[src/rtl/sudoku_pkg.sv]
// rtl/sudoku_pkg.sv - shared Sudoku game state encoding
package sudoku_pkg;

    localparam int STATE_W = 3;

    typedef enum logic [STATE_W-1:0] {
        IDLE      = 3'd0,
        GEN_RAND  = 3'd1,
        SET_BOARD = 3'd2,
        SET_DIFF  = 3'd3,
        PLAY      = 3'd4,
        CHECK     = 3'd5,
        WIN       = 3'd6,
        TRY_AGAIN = 3'd7
    } state_t;

endpackage

[src/rtl/main_fsm_if.sv]
// rtl/main_fsm_if.sv - user inputs, datapath verdict and phase flags of the game FSM
interface main_fsm_if;
    import sudoku_pkg::*;

    logic               enter;
    logic               check;
    logic               solved;
    logic               gen_rand_flag;
    logic               set_board_flag;
    logic               set_diff_flag;
    logic               play_flag;
    logic               check_flag;
    logic               win_flag;
    logic               try_again_flag;
    logic [STATE_W-1:0] state;

    modport master (
        output enter, check, solved,
        input  gen_rand_flag, set_board_flag, set_diff_flag, play_flag,
               check_flag, win_flag, try_again_flag, state
    );

    modport slave (
        input  enter, check, solved,
        output gen_rand_flag, set_board_flag, set_diff_flag, play_flag,
               check_flag, win_flag, try_again_flag, state
    );

endinterface

[src/rtl/main_fsm.sv]
// rtl/main_fsm.sv - Moore control FSM sequencing a Sudoku game
module main_fsm
    import sudoku_pkg::*;
(
    input  logic       clka,
    input  logic       restart,
    main_fsm_if.slave  bus
);

    state_t cur;

    always_ff @(posedge clka) begin
        if (restart) begin
            cur <= IDLE;
        end else begin
            case (cur)
                IDLE:      if (bus.enter) cur <= GEN_RAND;
                GEN_RAND:  cur <= SET_BOARD;
                SET_BOARD: if (bus.enter) cur <= SET_DIFF;
                SET_DIFF:  if (bus.enter) cur <= PLAY;
                // enter alone in PLAY is a guess commit handled by the datapath
                PLAY:      if (bus.check) cur <= CHECK;
                CHECK:     cur <= bus.solved ? WIN : TRY_AGAIN;
                WIN:       if (bus.enter) cur <= IDLE;
                TRY_AGAIN: begin
                    if (bus.check)      cur <= CHECK;
                    else if (bus.enter) cur <= PLAY;
                end
                default:   cur <= IDLE;
            endcase
        end
    end

    assign bus.state          = cur;
    assign bus.gen_rand_flag  = (cur == GEN_RAND);
    assign bus.set_board_flag = (cur == SET_BOARD);
    assign bus.set_diff_flag  = (cur == SET_DIFF);
    assign bus.play_flag      = (cur == PLAY);
    assign bus.check_flag     = (cur == CHECK);
    assign bus.win_flag       = (cur == WIN);
    assign bus.try_again_flag = (cur == TRY_AGAIN);

endmodule

[src/flat_wrapper.sv]
// flat-port wrapper written by rule: the top's interface ports become plain ports
module main_fsm_flat import sudoku_pkg::*;
  (clka, restart, bus_enter, bus_check, bus_solved, bus_gen_rand_flag, bus_set_board_flag, bus_set_diff_flag, bus_play_flag, bus_check_flag, bus_win_flag, bus_try_again_flag, bus_state);
  main_fsm_if bus_i ();
  input  logic clka;
  input  logic restart;
  input wire logic [$bits(bus_i.enter)-1:0] bus_enter;
  input wire logic [$bits(bus_i.check)-1:0] bus_check;
  input wire logic [$bits(bus_i.solved)-1:0] bus_solved;
  output wire logic [$bits(bus_i.gen_rand_flag)-1:0] bus_gen_rand_flag;
  output wire logic [$bits(bus_i.set_board_flag)-1:0] bus_set_board_flag;
  output wire logic [$bits(bus_i.set_diff_flag)-1:0] bus_set_diff_flag;
  output wire logic [$bits(bus_i.play_flag)-1:0] bus_play_flag;
  output wire logic [$bits(bus_i.check_flag)-1:0] bus_check_flag;
  output wire logic [$bits(bus_i.win_flag)-1:0] bus_win_flag;
  output wire logic [$bits(bus_i.try_again_flag)-1:0] bus_try_again_flag;
  output wire logic [$bits(bus_i.state)-1:0] bus_state;
  assign bus_i.enter = bus_enter;
  assign bus_i.check = bus_check;
  assign bus_i.solved = bus_solved;
  assign bus_gen_rand_flag = bus_i.gen_rand_flag;
  assign bus_set_board_flag = bus_i.set_board_flag;
  assign bus_set_diff_flag = bus_i.set_diff_flag;
  assign bus_play_flag = bus_i.play_flag;
  assign bus_check_flag = bus_i.check_flag;
  assign bus_win_flag = bus_i.win_flag;
  assign bus_try_again_flag = bus_i.try_again_flag;
  assign bus_state = bus_i.state;
  main_fsm u_core (.clka(clka), .restart(restart), .bus(bus_i));
endmodule
[config.mk]
export PLATFORM = sky130hd
export DESIGN_NAME = main_fsm_flat
export DESIGN_NICKNAME = d
export VERILOG_FILES = /design/src/rtl/sudoku_pkg.sv /design/src/rtl/main_fsm_if.sv /design/src/rtl/main_fsm.sv /design/src/flat_wrapper.sv
export SDC_FILE = /design/constraint.sdc
export NUM_CORES = 1
export LEC_CHECK = 0
export ABC_AREA = 0
export CAP_MARGIN = 20
export CORE_AREA = 2 2 39 41
export CTS_CLUSTER_DIAMETER = 40
export DETAILED_ROUTE_END_ITERATION = 8
export DIE_AREA = 0 0 41 43
export PLACE_DENSITY = 0.51
export SLEW_MARGIN = 10
export SYNTH_ARGS = -nofsm -noshare
export SYNTH_HDL_FRONTEND = slang
export SYNTH_SLANG_ARGS = --single-unit
export TNS_END_PERCENT = 50
[constraint.sdc]
create_clock -name clka -period 1.1 [get_ports clka]
set_input_delay 0.22 -clock clka [delete_from_list [all_inputs] [get_ports clka]]
set_output_delay 0.22 -clock clka [all_outputs]
set_load 0.01 [all_outputs]
Word level (Yosys, flattened, before mapping)

Cells that the tools add are included.

Input port bits: 5
Register bits: 3
Output and inout bits: 10

Equality and inequality tests: 11
Reduce and logical (&&, ||, !) cells: 2
Mux-type cells: 8

Operators by type and width:

| cell                                                             | count |
|---|---|
| 3-bit one-hot mux with 8 select lines                            | 1 |
| 3-bit 2-to-1 mux                                                 | 6 |
| 3-bit == test (second input constant)                            | 4 |
| 2-bit != test (second input constant)                            | 4 |
| 3-bit by 2-bit == test with 1-bit output (second input constant) | 2 |
| 4-bit AND reduction                                              | 1 |
| 3-bit by 1-bit == test with 1-bit output (second input constant) | 1 |
| 3-bit zero test                                                  | 1 |
| 1-bit 2-to-1 mux                                                 | 1 |

Depth between registers and ports, before layout

Gate-level depths: netlist (run 1).

Word-level depth: 3
Mapped depth: 4
Depth with buffers taken out: 3

Worst setup path after synthesis (run 1)

Ideal clock, no wire load.

Path kind: register to output
Start point: reg u_core.cur[0], in the netlist u_core.bus.state[0]
End point: out bus_gen_rand_flag
Arrival time: 941 ps
Buffers on the path: 1
Stages on the path, launching flop included: 3
Setup slack: -61 ps
Data required time: 880 ps
Cell sequence: dfxtp_1 buf_2 nor3b_1

Longest elaborated chain between the ends: 1

RTL lines:

| what                                     | line               | RTL |
|---|---|---|
| start: declaration                       | main_fsm.sv:10     | `state_t cur;` |
| start signal: assignment                 | main_fsm.sv:23     | `CHECK: cur <= bus.solved ? WIN : TRY_AGAIN;` |
| 3-bit by 1-bit == test with 1-bit output | main_fsm.sv:35     | `assign bus.gen_rand_flag = (cur == GEN_RAND);` |
| end: declaration                         | flat_wrapper.sv:10 | `output wire logic [$bits(bus_i.gen_rand_flag)-1:0] bus_gen_rand_flag;` |

Every way passes these cells.

Worst setup path in the final report (run 1)

Start point: reg u_core.cur[1], in the netlist u_core.bus.state[1]
End point: out bus_check_flag

Longest elaborated chain between the ends: 1

RTL lines:

| what             | line               | RTL |
|---|---|---|
| 3-bit == test    | main_fsm.sv:39     | `assign bus.check_flag = (cur == CHECK);` |
| end: declaration | flat_wrapper.sv:14 | `output wire logic [$bits(bus_i.check_flag)-1:0] bus_check_flag;` |

Every way passes these cells.

==> results.txt, run 1 <==
----------------------------------------------------
[Run status]
  Run status ... complete, but fails checks
  Violations in the final reports ... negative setup slack

[Floorplanning]
  Die boundary width ... a little over 40 um
  Boundary pin count ... 15
  Row cnt ... 14
  Initial Utilization ... 0.1664
  Die span in y ... around 43 um
  Area of the core ... ~1400 um2
  Die footprint ... ~1800 um2

[Clocking]
  CTS root buffer ... clkbuf_4
  Total of hold buffers inserted after clock tree synthesis ... 0
  Number of levels the H-tree was split into ... 1
  Clock Latency Late Sink ... between 0.2 and 0.25 ns
  TritonCTS clock tree ... built
  Max clock buf depth ... 2
  Clock transition at the registers of the reported paths ... 0.04 ns
  Sink Count ... 3
  Number of clock buffers inserted by TritonCTS ... 3

[Min path]
  Instance count along the most critical hold path ... 2
  End point of the worst hold path ... u_core.bus.state[2]$_SDFFE_PP0P_
  Startpoint of the most critical hold path ... restart
  Worst min-delay path class ... input pin to flip-flop

[STA]
  Unrepaired setup endpoints after global routing ... true
  Post-Route Skew ... ~0.0026 ns
  Timing-limited maximum frequency ... ~800 MHz
  Worst Tran Pin Value ... 0.2034 ns
  Number of hold violations in the final report ... 0
  Max_slew headroom ... 0.8644
  Final Slew Violations ... 0
  Final cycle utilization of the critical path ... 1.135
  Final critical path time including I/O delays and setup ... roughly 1.2 ns
  Total setup violations reported at the end of the flow ... 8
  Worst setup margin ... -0.1485 ns

[Critical path]
  Data arrival time of the critical path ... 1.03 ns
  Startpoint kind of the worst setup timing path ... flip-flop
  Peak fanout along the critical path ... 5
  Crit path required time ... slightly below 0.9 ns
  Sum of buffers and inverters on the critical path ... 1
  Element type at the critical path end ... primary output
  Source of the worst register-to-register timing path ... u_core.bus.state[1]$_SDFFE_PP0P_
  Worst path slowest cell ... dfxtp_4
  Critical Path Stages ... 3
  Reg2Reg Capture Point ... u_core.bus.state[0]$_SDFFE_PP0P_
  Worst reg-to-reg path cell count ... 5
  Family with the most delay on the worst path ... flip-flops
  Register-to-register setup slack ... -0.08 ns
  Crit-path cells ... and2b_1, and2_1, buf_2
  Kind of critical path ... flip-flop to primary output
  Biggest cell delay along the critical path ... ~0.35 ns

[Route]
  Wirelength, routed ... 761 um
  Count of nets left with antenna violations after detail routing ... 0
  Iteration-0 DRC count of the detailed router ... 7
  Routed vias/inst ... 4.338
  Average wire per cell in the routed design ... 10.28 um
  DRC violation count after routing ... 0
  Detailed-router iteration count before antenna repair ... 4
  Via Count ... roughly 320

[Place]
  Setup Slack @ Placement ... -0.3881 ns
  DP Area ... ~450 um2
  Global placement routability congestion ... 0.7845
  HPWL Detailed ... between 500 and 600 um
  Port Buf Inserts ... 14

[Synth]
  Fraction of the yosys area taken by sequential cells ... 0.2609
  Biggest area contributors in the synthesized netlist ... dfxtp_1 26%, a221oi_2 6.5%, a311oi_2 6.5%
  Number of distinct library cell variants in the gate-level netlist after synthesis ... 20
  Synthesis-stage register bit count ... 3
  Cell type with the largest total area after synthesis ... dfxtp_1
  Number of warnings reported in the yosys synthesis log ... 0
  Summed instance area of the synthesized netlist ... 230.2 um2
  Proportion of netlist area held by the largest area contributor ... 0.2609
  Synthesized net count ... 34
  Number of instances in the synthesized netlist ... 29
  Average cell area after synthesis ... 7.939 um2

[GRT]
  Total congestion overflow ... 0
  Global-route wire length before repair ... between 1000 and 1500 um
  Antenna violations before repair ... 0
  Maximum number of pins on one net before global-route repair ... 9
  Global Route Usage Sum ... 0.1084
  Via count of the first global-routing pass ... around 320

[Power]
  Maximum vdd ir drop ... between 0.2 and 0.3 mV
  Static Leakage ... around 0.25 nW
  Power density normalized to cell area ... around 1000 nW/um2
  Total Power ... approximately 0.49 mW

[Cells and area]
  Design area ... approximately 500 um2
  Fraction of final layout cells sized beyond drive strength 1 ... 0.6207
  Diodes inserted ... 0
  Fin nets ... 64
  Most frequent standard cell in the layout excluding fill and tap cells ... buf_4
  Final cell utilization of the core ... 0.3526
  Number of filler instances in the final layout ... ~160
  Flip-flop count of the largest register, all copies and words added ... 3
  Growth of design area from synthesis to finish ... 112.0%
  Top library cells by usage in the layout, fill and taps aside ... 11 x buf_4, 8 x buf_2, 4 x clkdlybuf4s50_1

[Flow run]
  Max capacitance violation total ... 0

----------------------------------------------------
## per-stage QoR
step | hold WS (ns) | cells | TNS, ns
detailed placement | 0.6465 | 67 | -3.276
global route | 0.6303 | 74 | -1.257
floorplan | 0.2891 | 29 | -0.02296
finish | 0.6154 | 74 | -0.8902
global placement | 0.6309 | 67 | -3.277
CTS | 0.6194 | 74 | -0.9671
## layout make-up
type                            instances  area (um2)  share of cell area
Inverter                                1       3.754            0.007692
Clock buffer                            4       26.28             0.05385
Tap cell                               16       20.02             0.04103
Sequential cell                         3       71.32              0.1462
Timing Repair Buffer                   27       201.4              0.4128
Multi-Input combinational cell         23       165.2              0.3385
## Yosys cell counts
library cell and instances:
o21ai_1 1, dfxtp_1 3, and2b_1 1, buf_6 1
nor3b_1 2, a21oi_1 2, and3_1 2, nand3_1 1
and2_1 1, or2b_1 1, buf_2 1, nor2_2 1
and2_2 1, nor2_1 3, o211a_1 1, inv_1 1
nor3_1 1, nand2_1 3, a311oi_2 1, a221oi_2 1
## routing by layer
layer | global-route usage | wire length [um] | part of all wire
met1 | 0.1029 | 297 | 0.39
met2 | 0.1719 | 381 | 0.50
met3 | 0.03141 | 65 | 0.085
met4 | 0.1000 | 17 | 0.022
met5 | 0 | 0 | 0
## logic make-up (layout without fill, tap and decap cells)
| group | count (synthesis) | after routing | synth area share |
|---|---|---|---|
| compound gates | 6 | 6 | 0.2391 |
| buf+inv | 3 | 32 | 0.08692 |
| flops | 3 | 3 | 0.2609 |
| simple gates | 17 | 17 | 0.4130 |
## how the worst max path moves through the flow
stage / start / endpoint / slack [ns]
final: u_core.bus.state[1]$_SDFFE_PP0P_ / bus_check_flag / -0.15
after global routing: u_core.bus.state[1]$_SDFFE_PP0P_ / bus_check_flag / -0.19
after CTS: u_core.bus.state[1]$_SDFFE_PP0P_ / bus_check_flag / -0.15
after detailed placement: u_core.bus.state[2]$_SDFFE_PP0P_ / bus_play_flag / -0.39
after global placement: u_core.bus.state[2]$_SDFFE_PP0P_ / bus_play_flag / -0.39
after floorplan: u_core.bus.state[2]$_SDFFE_PP0P_ / bus_play_flag / -0.02
## what timing repair did
item / 4_1_cts / 5_1_grt
buffers inserted: 3 / 0
cloned: 0 / 0
pin swaps: 4 / 1
gates resized for setup: 49 / 1
setup endpoints to repair: 11 / 10
## power breakdown
| part | internal [mW] | switching (mW) | leakage [nW] | total (mW) |
|---|---|---|---|---|
| Combinational | 0.0929 | 0.0603 | 0.205 | 0.153 |
| Clock | 0.137 | 0.0678 | 0.0150 | 0.204 |
| Sequential | 0.117 | 0.0150 | 0.0267 | 0.132 |
| Total | 0.346 | 0.143 | 0.247 | 0.489 |
No activity file was read; power rests on OpenSTA's default activity.
==> run 2, diff against run 1 <==
DONT_BUFFER_PORTS = 1   (was default)
PLACE_DENSITY = 0.37   (was 0.51)
SLEW_MARGIN = 20   (was 10)
==> results.txt, run 2 (synthesis results as in run 1) <==
----------------------------------------------------
[Run status]
  Run status ... complete, but fails checks
  Violations in the final reports ... negative setup slack

[Place]
  HPWL Detailed ... approximately 500 um
  DP Area ... 306.5 um2
  Total placed cells including tap cells ... 52
  Port Buf Inserts ... 0
  Global placement routability congestion ... 0.6783

[Clocking]
  Number of clock buffers inserted by TritonCTS ... 3
  Clock transition at the registers of the reported paths ... about 0.040 ns
  Total of hold buffers inserted after clock tree synthesis ... 0
  Number of levels the H-tree was split into ... 1
  TritonCTS clock tree ... built
  Max clock buf depth ... 2
  CTS root buffer ... clkbuf_4
  Sink Count ... 3
  Clock Latency Late Sink ... between 0.2 and 0.25 ns

[Cells and area]
  Diodes inserted ... 0
  Flip-flop count of the largest register, all copies and words added ... 3
  Growth of design area from synthesis to finish ... 78.26%
  Design area ... 410.4 um2
  Storage element area ... slightly below 70 um2
  Top library cells by usage in the layout, fill and taps aside ... 7 x buf_4, 5 x buf_6, 3 x clkbuf_4
  Footprint of the multi-input gates ... 182.7 um2
  Fraction of final layout cells sized beyond drive strength 1 ... 0.6512
  Number of filler instances in the final layout ... about 160
  Fin nets ... 49
  Most frequent standard cell in the layout excluding fill and tap cells ... buf_4
  Final Instance Count excl. Fillers ... 59

[STA]
  Number of hold violations in the final report ... 0
  Post-Route Skew ... about 0.0009 ns
  Worst Tran Pin Value ... ~0.23 ns
  Unrepaired setup endpoints after global routing ... true
  Final Slew Violations ... 0
  Timing-limited maximum frequency ... ~820 MHz
  Final cycle utilization of the critical path ... 1.104
  Setup_tns ... -0.4069 ns
  Max_slew headroom ... 0.8452
  Tightest hold margin ... between 0.05 and 0.06 ns
  Total setup violations reported at the end of the flow ... 6
  Final critical path time including I/O delays and setup ... between 1 and 1.5 ns
  Worst setup margin ... -0.1147 ns

[GRT]
  Antenna violations before repair ... 0
  Global-route wire length before repair ... about 1100 um
  Total congestion overflow ... 0
  Maximum number of pins on one net before global-route repair ... 8
  Global Route Usage Sum ... 0.1013
  Via count of the first global-routing pass ... 235

[Critical path]
  Family with the most delay on the worst path ... flip-flops
  Sum of buffers and inverters on the critical path ... 2
  Critical path launch point ... u_core.bus.state[2]$_SDFFE_PP0P_
  Biggest cell delay along the critical path ... approximately 0.35 ns
  Register-to-register setup slack ... 0.01 ns
  Worst reg-to-reg path cell count ... 5
  Data arrival time of the critical path ... 0.99 ns
  Crit-path cells ... buf_6, nor3b_2, buf_4
  Reg2Reg Capture Point ... u_core.bus.state[0]$_SDFFE_PP0P_
  End of the critical path ... bus_set_board_flag
  Startpoint kind of the worst setup timing path ... flip-flop
  Kind of critical path ... flip-flop to primary output
  Critical Path Stages ... 3
  Crit path required time ... just under 0.9 ns
  Worst path slowest cell ... dfxtp_4
  Peak fanout along the critical path ... 5
  Element type at the critical path end ... primary output
  Source of the worst register-to-register timing path ... u_core.bus.state[1]$_SDFFE_PP0P_

[Route]
  Via Count ... around 260
  DRC violation count after routing ... 0
  Routed vias/inst ... between 4 and 5
  Count of nets left with antenna violations after detail routing ... 0
  Iteration-0 DRC count of the detailed router ... 2
  Detailed-router iteration count before antenna repair ... 2
  Average wire per cell in the routed design ... 11.59 um
  Wirelength, routed ... 684 um

[Power]
  Power density normalized to cell area ... 1091 nW/um2
  Static Leakage ... between 0.15 and 0.2 nW
  Total Power ... about 0.45 mW
  Maximum vdd ir drop ... around 0.36 mV

[Min path]
  Instance count along the most critical hold path ... 1
  Worst min-delay path class ... input pin to flip-flop

[Floorplanning]
  Initial Utilization ... 0.1664
  Row cnt ... 14
  Die boundary width ... between 40 and 50 um
  Boundary pin count ... 15
  Area of the core ... around 1400 um2
  Die footprint ... around 1800 um2
  Die span in y ... roughly 43 um

[Flow run]
  Max capacitance violation total ... 0

----------------------------------------------------
[run 2: cell types whose count changed in the layout (fill, tap and decap cells not counted), moves of 2 or more]
cell	delta
clkdlybuf4s50_1	-4
buf_6	+2
buf_4	-4
buf_2	-8
[run 2: worst register-to-register path, delay by kind of cell (launching register included)]
kind,cells,cell delay (ns)
buffers and inverters,2,0.26
AOI/OAI and AO/OA,2,0.30
and+or+nand+nor,1,0.09
DFF,1,0.35
[run 2: layer usage]
layer / GRT usage / share of wire / vias to the layer above
met3: 0.07853 / 0.10 / 0
met2: 0.1594 / 0.59 / 10
li1: - / - / 128
met5: 0 / 0 / -
met1: 0.08333 / 0.30 / 124
met4: 0.06000 / 0 / 0
[run 2: how the worst min path moves through the flow]
stage | end | slack, ns | startpoint
floorplan | u_core.bus.state[2]$_SDFFE_PP0P_ | 0.29 | restart
global placement | u_core.bus.state[2]$_SDFFE_PP0P_ | 0.30 | restart
detailed placement | u_core.bus.state[2]$_SDFFE_PP0P_ | 0.29 | restart
CTS | u_core.bus.state[2]$_SDFFE_PP0P_ | 0.04 | restart
global route | u_core.bus.state[0]$_SDFFE_PP0P_ | 0.04 | restart
finish | u_core.bus.state[2]$_SDFFE_PP0P_ | 0.05 | restart
[run 2: timing repair]
item | in CTS | in global routing
buffers inserted | 3 | 0
pin swaps | 3 | 3
setup endpoints to repair | 8 | 9
resized for setup | 13 | 4
[run 2: cell type report]
cell class	count	share of cell area
sequential	3	0.1677
tap	16	0.04878
clock buffer	4	0.06402
multi-input combinational	23	0.4451
inverter	1	0.009146
timing repair buffer	12	0.2652
[run 2: report_power, final]
group	total (mW)	leakage (nW)	internal, mW	switching [mW]
Sequential	0.131	0.0264	0.117	0.0139
Combinational	0.123	0.150	0.0687	0.0539
Clock	0.194	0.0150	0.136	0.0578
[run 2: metrics by stage]
stage               setup WS (ns)  utilization
global route              -0.1766       0.2966
CTS                       -0.1230       0.2875
finish                    -0.1147       0.2966
floorplan                -0.02296            -
global placement          0.02458       0.2215
detailed placement        0.02044       0.2215
